File: src/rtl/axi4_lite_pkg.sv
// rtl/axi4_lite_pkg.sv - shared response codes, FSM states and sizing helper for the AXI4-Lite slave
package axi4_lite_pkg;

  typedef enum logic [1:0] {
    OKAY   = 2'b00,
    EXOKAY = 2'b01,
    SLVERR = 2'b10,
    DECERR = 2'b11
  } resp_e;

  typedef enum logic {
    W_COLLECT = 1'b0,
    W_RESP    = 1'b1
  } wstate_e;

  typedef enum logic {
    R_IDLE = 1'b0,
    R_RESP = 1'b1
  } rstate_e;

  // A single register still needs a one-bit index.
  function automatic int idx_width(input int num_regs);
    return (num_regs <= 1) ? 1 : $clog2(num_regs);
  endfunction

endpackage

File: src/rtl/axi4_lite_addr_decode.sv
// rtl/axi4_lite_addr_decode.sv - maps a byte address onto a register index, hit flag and read-only flag
module axi4_lite_addr_decode
  import axi4_lite_pkg::*;
#(
  parameter int                        ADDRESS_WIDTH = 32,
  parameter int                        DATA_WIDTH    = 32,
  parameter int                        NUM_REGS      = 16,
  parameter logic [ADDRESS_WIDTH-1:0]  BASE_ADDR     = '0,
  parameter logic [NUM_REGS-1:0]       RO_MASK       = '0
) (
  input  logic [ADDRESS_WIDTH-1:0]          i_addr,
  output logic [idx_width(NUM_REGS)-1:0]    o_index,
  output logic                              o_hit,
  output logic                              o_read_only
);

  localparam int IDX_W = idx_width(NUM_REGS);
  localparam int LSB   = $clog2(DATA_WIDTH / 8);

  logic [ADDRESS_WIDTH-1:0] w_offset;
  logic [ADDRESS_WIDTH-1:0] w_word;

  always_comb begin
    w_offset    = i_addr - BASE_ADDR;
    w_word      = w_offset >> LSB;
    o_hit       = (i_addr >= BASE_ADDR) && (w_word < ADDRESS_WIDTH'(NUM_REGS));
    o_index     = w_word[IDX_W-1:0];
    o_read_only = o_hit && RO_MASK[o_index];
  end

endmodule

File: src/rtl/axi4_lite_reg_slave.sv
// rtl/axi4_lite_reg_slave.sv - AXI4-Lite register bank with byte strobes, RO registers and error responses
module axi4_lite_reg_slave
  import axi4_lite_pkg::*;
#(
  parameter int                        DATA_WIDTH    = 32,
  parameter int                        ADDRESS_WIDTH = 32,
  parameter int                        NUM_REGS      = 16,
  parameter logic [ADDRESS_WIDTH-1:0]  BASE_ADDR     = '0,
  parameter logic [NUM_REGS-1:0]       RO_MASK       = '0,
  parameter logic [DATA_WIDTH-1:0]     RESET_VALUE   = '0
) (
  input  logic                           ACLK,
  input  logic                           ARESET,
  input  logic [ADDRESS_WIDTH-1:0]       S_AWADDR,
  input  logic                           S_AWVALID,
  output logic                           S_AWREADY,
  input  logic [DATA_WIDTH-1:0]          S_WDATA,
  input  logic [DATA_WIDTH/8-1:0]        S_WSTRB,
  input  logic                           S_WVALID,
  output logic                           S_WREADY,
  output logic [1:0]                     S_BRESP,
  output logic                           S_BVALID,
  input  logic                           S_BREADY,
  input  logic [ADDRESS_WIDTH-1:0]       S_ARADDR,
  input  logic                           S_ARVALID,
  output logic                           S_ARREADY,
  output logic [DATA_WIDTH-1:0]          S_RDATA,
  output logic [1:0]                     S_RRESP,
  output logic                           S_RVALID,
  input  logic                           S_RREADY,
  output logic [NUM_REGS*DATA_WIDTH-1:0] REG_Q,
  input  logic [NUM_REGS*DATA_WIDTH-1:0] REG_D,
  output logic [NUM_REGS-1:0]            WR_PULSE
);

  localparam int STRB_W = DATA_WIDTH / 8;
  localparam int IDX_W  = idx_width(NUM_REGS);

  logic [NUM_REGS-1:0][DATA_WIDTH-1:0] r_regs;
  logic [NUM_REGS-1:0][DATA_WIDTH-1:0] w_reg_d;

  wstate_e                  r_wstate;
  logic                     r_awready;
  logic                     r_wready;
  logic                     r_bvalid;
  resp_e                    r_bresp;
  logic                     r_aw_have;
  logic                     r_w_have;
  logic [ADDRESS_WIDTH-1:0] r_awaddr;
  logic [DATA_WIDTH-1:0]    r_wdata;
  logic [STRB_W-1:0]        r_wstrb;
  logic [NUM_REGS-1:0]      r_wr_pulse;

  rstate_e                  r_rstate;
  logic                     r_arready;
  logic                     r_rvalid;
  resp_e                    r_rresp;
  logic [DATA_WIDTH-1:0]    r_rdata;

  logic                     w_aw_fire;
  logic                     w_w_fire;
  logic                     w_commit;
  logic [ADDRESS_WIDTH-1:0] w_wr_addr;
  logic [DATA_WIDTH-1:0]    w_wr_data;
  logic [STRB_W-1:0]        w_wr_strb;
  logic [IDX_W-1:0]         w_wr_idx;
  logic                     w_wr_hit;
  logic                     w_wr_ro;
  logic [IDX_W-1:0]         w_rd_idx;
  logic                     w_rd_hit;
  logic                     w_rd_ro;

  assign w_aw_fire = S_AWVALID && r_awready;
  assign w_w_fire  = S_WVALID && r_wready;
  // Whichever half arrives second is taken straight from the bus so the commit lands on its edge.
  assign w_wr_addr = r_aw_have ? r_awaddr : S_AWADDR;
  assign w_wr_data = r_w_have ? r_wdata : S_WDATA;
  assign w_wr_strb = r_w_have ? r_wstrb : S_WSTRB;
  assign w_commit  = (r_wstate == W_COLLECT) && (r_aw_have || w_aw_fire) && (r_w_have || w_w_fire);
  assign w_reg_d   = REG_D;

  axi4_lite_addr_decode #(
    .ADDRESS_WIDTH (ADDRESS_WIDTH),
    .DATA_WIDTH    (DATA_WIDTH),
    .NUM_REGS      (NUM_REGS),
    .BASE_ADDR     (BASE_ADDR),
    .RO_MASK       (RO_MASK)
  ) u_aw_decode (
    .i_addr      (w_wr_addr),
    .o_index     (w_wr_idx),
    .o_hit       (w_wr_hit),
    .o_read_only (w_wr_ro)
  );

  axi4_lite_addr_decode #(
    .ADDRESS_WIDTH (ADDRESS_WIDTH),
    .DATA_WIDTH    (DATA_WIDTH),
    .NUM_REGS      (NUM_REGS),
    .BASE_ADDR     (BASE_ADDR),
    .RO_MASK       (RO_MASK)
  ) u_ar_decode (
    .i_addr      (S_ARADDR),
    .o_index     (w_rd_idx),
    .o_hit       (w_rd_hit),
    .o_read_only (w_rd_ro)
  );

  always_ff @(posedge ACLK) begin
    r_wr_pulse <= '0;
    if (ARESET) begin
      r_wstate  <= W_COLLECT;
      r_awready <= 1'b0;
      r_wready  <= 1'b0;
      r_bvalid  <= 1'b0;
      r_bresp   <= OKAY;
      r_aw_have <= 1'b0;
      r_w_have  <= 1'b0;
      r_regs    <= {NUM_REGS{RESET_VALUE}};
    end else begin
      case (r_wstate)
        W_COLLECT: begin
          if (w_aw_fire) begin
            r_aw_have <= 1'b1;
            r_awaddr  <= S_AWADDR;
          end
          if (w_w_fire) begin
            r_w_have <= 1'b1;
            r_wdata  <= S_WDATA;
            r_wstrb  <= S_WSTRB;
          end
          if (w_commit) begin
            if (!w_wr_hit) begin
              r_bresp <= DECERR;
            end else if (w_wr_ro) begin
              r_bresp <= SLVERR;
            end else begin
              r_bresp <= OKAY;
              for (int b = 0; b < STRB_W; b++) begin
                if (w_wr_strb[b]) r_regs[w_wr_idx][b*8 +: 8] <= w_wr_data[b*8 +: 8];
              end
              r_wr_pulse[w_wr_idx] <= |w_wr_strb;
            end
            r_wstate  <= W_RESP;
            r_bvalid  <= 1'b1;
            r_awready <= 1'b0;
            r_wready  <= 1'b0;
            r_aw_have <= 1'b0;
            r_w_have  <= 1'b0;
          end else begin
            r_awready <= !(r_aw_have || w_aw_fire);
            r_wready  <= !(r_w_have || w_w_fire);
          end
        end
        W_RESP: begin
          if (S_BREADY) begin
            r_wstate  <= W_COLLECT;
            r_bvalid  <= 1'b0;
            r_awready <= 1'b1;
            r_wready  <= 1'b1;
          end
        end
        default: r_wstate <= W_COLLECT;
      endcase
    end
  end

  // Reads see r_regs before any same-edge commit, so they return the pre-write value.
  always_ff @(posedge ACLK) begin
    if (ARESET) begin
      r_rstate  <= R_IDLE;
      r_arready <= 1'b0;
      r_rvalid  <= 1'b0;
      r_rresp   <= OKAY;
      r_rdata   <= '0;
    end else begin
      case (r_rstate)
        R_IDLE: begin
          r_arready <= 1'b1;
          if (S_ARVALID && r_arready) begin
            r_rstate  <= R_RESP;
            r_arready <= 1'b0;
            r_rvalid  <= 1'b1;
            if (!w_rd_hit) begin
              r_rresp <= DECERR;
              r_rdata <= '0;
            end else if (w_rd_ro) begin
              r_rresp <= OKAY;
              r_rdata <= w_reg_d[w_rd_idx];
            end else begin
              r_rresp <= OKAY;
              r_rdata <= r_regs[w_rd_idx];
            end
          end
        end
        R_RESP: begin
          if (S_RREADY) begin
            r_rstate  <= R_IDLE;
            r_rvalid  <= 1'b0;
            r_arready <= 1'b1;
          end
        end
        default: r_rstate <= R_IDLE;
      endcase
    end
  end

  assign S_AWREADY = r_awready;
  assign S_WREADY  = r_wready;
  assign S_BVALID  = r_bvalid;
  assign S_BRESP   = r_bresp;
  assign S_ARREADY = r_arready;
  assign S_RVALID  = r_rvalid;
  assign S_RRESP   = r_rresp;
  assign S_RDATA   = r_rdata;
  assign REG_Q     = r_regs;
  assign WR_PULSE  = r_wr_pulse;

endmodule

File: config.mk
export PLATFORM = sky130hd
export DESIGN_NAME = axi4_lite_reg_slave
export DESIGN_NICKNAME = d
export VERILOG_FILES = /design/src/rtl/axi4_lite_pkg.sv /design/src/rtl/axi4_lite_addr_decode.sv /design/src/rtl/axi4_lite_reg_slave.sv
export SDC_FILE = /design/constraint.sdc
export NUM_CORES = 1
export LEC_CHECK = 0
export ABC_CLOCK_PERIOD_IN_PS = 6200
export CORE_AREA = 3 3 456 458
export DETAILED_ROUTE_END_ITERATION = 16
export DIE_AREA = 0 0 459 461
export HOLD_SLACK_MARGIN = 0.02
export PLACE_DENSITY = 0.43
export SYNTH_ARGS = -nofsm -noshare
export SYNTH_HDL_FRONTEND = slang
export SYNTH_SLANG_ARGS = --single-unit
File: constraint.sdc
create_clock -name ACLK -period 6.2 [get_ports ACLK]
set_clock_uncertainty 0.05 [all_clocks]
set_input_delay 0.93 -clock ACLK [delete_from_list [all_inputs] [get_ports ACLK]]
set_output_delay 0.93 -clock ACLK [all_outputs]
set_load 0.02 [all_outputs]
==> out/results.tsv <==
stage	metric	value	unit
synthesis	synth_largest_type_area_fraction	39.2	%
synthesis	post_synth_instance_area	0.0292	sq mm
synthesis	post_synth.cell_area_avg	12.3	sq um
worst_setup_path	cp_data_arrival_time	4900	ps
placed_design	finalWeightedCongestion	0.777	
synthesis	synth.yosys.warnings	0	
clock_tree	cts-htree-levels	3	
synthesis	synth_seq_area_share	46.0	%
synthesis	synth.top_cells.by_area	sky130_fd_sc_hd__dfxtp_1, sky130_fd_sc_hd__mux2i_1, sky130_fd_sc_hd__mux4_2, sky130_fd_sc_hd__nand2b_1, sky130_fd_sc_hd__edfxtp_1	
global_routing	largest_net_degree_at_the_start_of_global_routing	198	
worst_setup_path	timing.setup.critical_path_class	reg2reg	
clock_tree	cts_made_buffers	85	
job	drv.max_cap_violation_count	0	
detailed_routing	drc	0	
sta	worst_margin_slew	1010	ps
outcome	run_status	complete, no violations	
worst_setup_path	critPathRequiredTime	6770	ps
clock_tree	cts.reportedPaths.clkPinSlew	60	ps
synthesis	synthDistinctLibCells	43	
worst_setup_path	slowest_stage	sky130_fd_sc_hd__dfxtp_1	
detailed_routing	routed_via_density	3.73	
sta	slew-limit-headroom	32.3	%
worst_setup_path	timing.rr.start	r_aw_have	
clock_tree	clock_insertion_delay_worst_skew	730	ps
synthesis	syn_nets	2992	
detailed_routing	finalWirelength	155	mm
global_routing	grt-ovfl-total	0	
floorplanning	die_width	459	um
global_routing	antenna_found_initial	32	
sta	worst_hold_slack	400	ps
worst_setup_path	worstPathCellList	buf_4 > nor4b_1 > nand3_1 > a21oi_4 > buf_12 > nand4_2 > mux2i_1	
pwr	static-leakage-power	16.9	nW
pwr	overall_power_consumption	9.78	mW
sta	hold_violations	0	
floorplanning	core.rowCount	166	
placed_design	post_dp_cell_area	0.0387	sq mm
sta	fin_setup_tns	0	ps
floorplanning	core_area	0.204	sq mm
detailed_routing	post_drt_wl_per_cell	27.1	um
clock_tree	clk_path_buf_depth	3	
detailed_routing	route.vias.total	21364	
synthesis	fraction_of_synthesis_flops_using_an_asynchronous_set_or_reset_pin	0	%
worst_setup_path	crit_path_max_fanout	27	
min_path	whs_endpoint	S_RDATA[26]	
placed_design	dp.final_hpwl	114	mm
layout	design_area	0.0416	sq mm
sta	period_needed	4330	ps
global_routing	grt_pass1_wl	205	mm
detailed_routing	postRouteAntennaNets	0	
global_routing	vias_in_the_first_global_route	22229	
worst_setup_path	r2r_setup_slack	1870	ps
detailed_routing	dr.first_iter.drc_count	1078	
detailed_routing	drt-pass1-iter-count	5	
clock_tree	cts-hold-fix-buffers	0	
clock_tree	tritoncts	yes	
clock_tree	post-cts-setup-buffer-count	0	
sta	rsz0062_at_grt	false	
pwr	worst_ir_drop_vdd	0.000181	V
synthesis	netlist_instances	2373	
layout	flow.area_growth_from_synthesis	42.5	%
layout	finalNonFillerCells	5730	
layout	nNetsFinal	3583	
sta	ratio_of_final_minimum_period_to_clock_period	69.8	%
layout	drive_gt1_share	14.7	%
sta	slew_viol_final	0	
min_path	holdPathStages	2	
synthesis	ff_latch_count_synth	637	
worst_setup_path	worst_r2r_path_depth	7	
clock_tree	cts_root_buffer	sky130_fd_sc_hd__clkbuf_16	
worst_setup_path	cp-end-kind	flip-flop	
global_routing	gr-usage-all-layers	14.2	%
pwr	cellPowerDensity	235	mW/mm^2
sta	final.setup.worst_slack	1870	ps
worst_setup_path	crit_path_start_kind	flip-flop	
clock_tree	cts.sink_count	637	
synthesis	synth_enable_flop_cells	66	
synthesis	primary_ff_master_synth	sky130_fd_sc_hd__dfxtp_1	
worst_setup_path	worst_path_largest_cell_delay	810	ps
floorplanning	start_util	14.3	%
sta	fmax	0.231	GHz
worst_setup_path	crit-reg2reg-capture	REG_Q[58]	
sta	setup_viol	0	
synthesis	synth_largest_area_cell	sky130_fd_sc_hd__dfxtp_1	
min_path	timing.hold.worst.start	S_RDATA[26]	
floorplanning	fp.dieArea	0.212	sq mm
layout	final_util	20.3	%
placed_design	io_buffer_count	671	
placed_design	place_inst	5565	
placed_design	dp_worst_setup_slack	1640	ps
floorplanning	design.portCount	1188	
clock_tree	post_cts_resized	0	
layout	n_fill_cell	22165	
floorplanning	floorplan.die.height	461	um
min_path	worstHoldPathType	reg2reg	
worst max-delay path by stage:
stage	startpoint	end	slack (ps)	depth (start not counted)
6_report	r_aw_have	REG_Q[58]	1870	7
5_1_grt	r_aw_have	REG_Q[63]	1650	7
4_1_cts	r_aw_have	REG_Q[56]	1760	7
3_5_place_dp	S_AWADDR[15]	REG_Q[58]	1640	7
3_3_place_gp	S_AWADDR[15]	REG_Q[62]	1660	7
2_1_floorplan	ARESET	r_wdata[0]	1490	5
flip-flops by register name, indices dropped and copies added (netlist names):
register	count
REG_Q	512
S_ARREADY	1
S_AWREADY	1
S_BRESP	1
S_BVALID	1
S_RDATA	32
S_RRESP	1
S_RVALID	1
S_WREADY	1
WR_PULSE	16
r_aw_have	1
r_awaddr	30
r_rstate	1
r_w_have	1
r_wdata	32
r_wstate	1
r_wstrb	4
cell usage in the layout (no fill, tap or decap), drive strengths merged, types with 2 or more instances in the layout:
cell / n
a21oi: 6
or3: 2
a22oi: 2
a31oi: 2
edfxtp: 66
mux2i: 544
clkinv: 25
buf: 37
clkinvlp: 2
a32oi: 2
clkdlybuf4s50: 666
nand2b: 516
diode: 10
inv: 43
o21ai: 32
nor3: 27
or2: 32
mux2: 4
nor2: 33
nand4: 66
mux4: 160
a2bb2oi: 3
nand2: 37
nand3: 4
a211oi: 2
dfxtp: 571
clkbuf: 120
and3b: 2
nor4: 16
bufinv: 2
cell usage after synthesis, types with 2 or more instances:
| cell | count |
|---|---|
| sky130_fd_sc_hd__a22oi_1 | 2 |
| sky130_fd_sc_hd__nand4_2 | 11 |
| sky130_fd_sc_hd__a21oi_1 | 6 |
| sky130_fd_sc_hd__dfxtp_1 | 571 |
| sky130_fd_sc_hd__nand2b_1 | 516 |
| sky130_fd_sc_hd__inv_1 | 37 |
| sky130_fd_sc_hd__nand3_1 | 3 |
| sky130_fd_sc_hd__buf_4 | 11 |
| sky130_fd_sc_hd__nand4_4 | 53 |
| sky130_fd_sc_hd__mux4_2 | 160 |
| sky130_fd_sc_hd__and3b_1 | 2 |
| sky130_fd_sc_hd__edfxtp_1 | 66 |
| sky130_fd_sc_hd__clkbuf_1 | 151 |
| sky130_fd_sc_hd__buf_2 | 27 |
| sky130_fd_sc_hd__o21ai_0 | 32 |
| sky130_fd_sc_hd__buf_12 | 4 |
| sky130_fd_sc_hd__mux2i_1 | 544 |
| sky130_fd_sc_hd__a32oi_1 | 2 |
| sky130_fd_sc_hd__or2_2 | 32 |
| sky130_fd_sc_hd__a2bb2oi_1 | 3 |
| sky130_fd_sc_hd__nor4_1 | 16 |
| sky130_fd_sc_hd__nand2_1 | 37 |
| sky130_fd_sc_hd__nor2_1 | 33 |
| sky130_fd_sc_hd__a31oi_1 | 2 |
| sky130_fd_sc_hd__mux2_2 | 4 |
| sky130_fd_sc_hd__buf_6 | 2 |
| sky130_fd_sc_hd__nand4_1 | 2 |
| sky130_fd_sc_hd__buf_1 | 4 |
| sky130_fd_sc_hd__nor3_1 | 26 |
cell families (layout without fill, tap and decap cells):
kind of cell           Yosys count  count (layout)  share of synthesized area, %
and+or+nand+nor                739             739                          18.2
DFF                            637             637                          46.0
AOI/OAI and AO/OA               53              53                          1.11
muxes                          708             708                          31.2
buffers and inverters          236             895                          3.57
other                            0              10                             0
power breakdown:
part | total, mW | internal (mW) | switching [mW] | leakage, nW
clock network | 4.98 | 2.87 | 2.11 | 1.39
logic | 0.589 | 0.219 | 0.371 | 10.3
registers | 4.21 | 4.19 | 0.0222 | 5.20
total | 9.78 | 7.27 | 2.51 | 16.9
final cells by class:
class / instances / area [sq um] / share of cell area (%)
Multi-Input combinational cell: 1500 / 14800 / 35.5
Sequential cell: 637 / 13400 / 32.3
Timing Repair Buffer: 703 / 7040 / 16.9
Tap cell: 2688 / 3360 / 8.09
Clock buffer: 120 / 2440 / 5.87
Clock inverter: 35 / 388 / 0.933
Inverter: 37 / 139 / 0.334
Antenna cell: 10 / 25.0 / 0.0602
routing by layer:
layer | GRT usage [%] | vias to the layer above | routed length, um
met4 | 4.30 | 24 | 4370
met5 | 0 | - | 160
li1 | - | 9636 | -
met3 | 6.04 | 168 | 15100
met1 | 17.4 | 10765 | 65800
met2 | 22.6 | 771 | 69600
critical path: cells and delay by family, from the launching register on:
kind,cells,cell delay (ps)
AO/OA/AOI/OAI,1,750
flip-flops,1,810
buffers and inverters,2,680
AND/OR/NAND/NOR,3,1460
multiplexers,1,380
No activity file was read; power rests on OpenSTA's default activity.
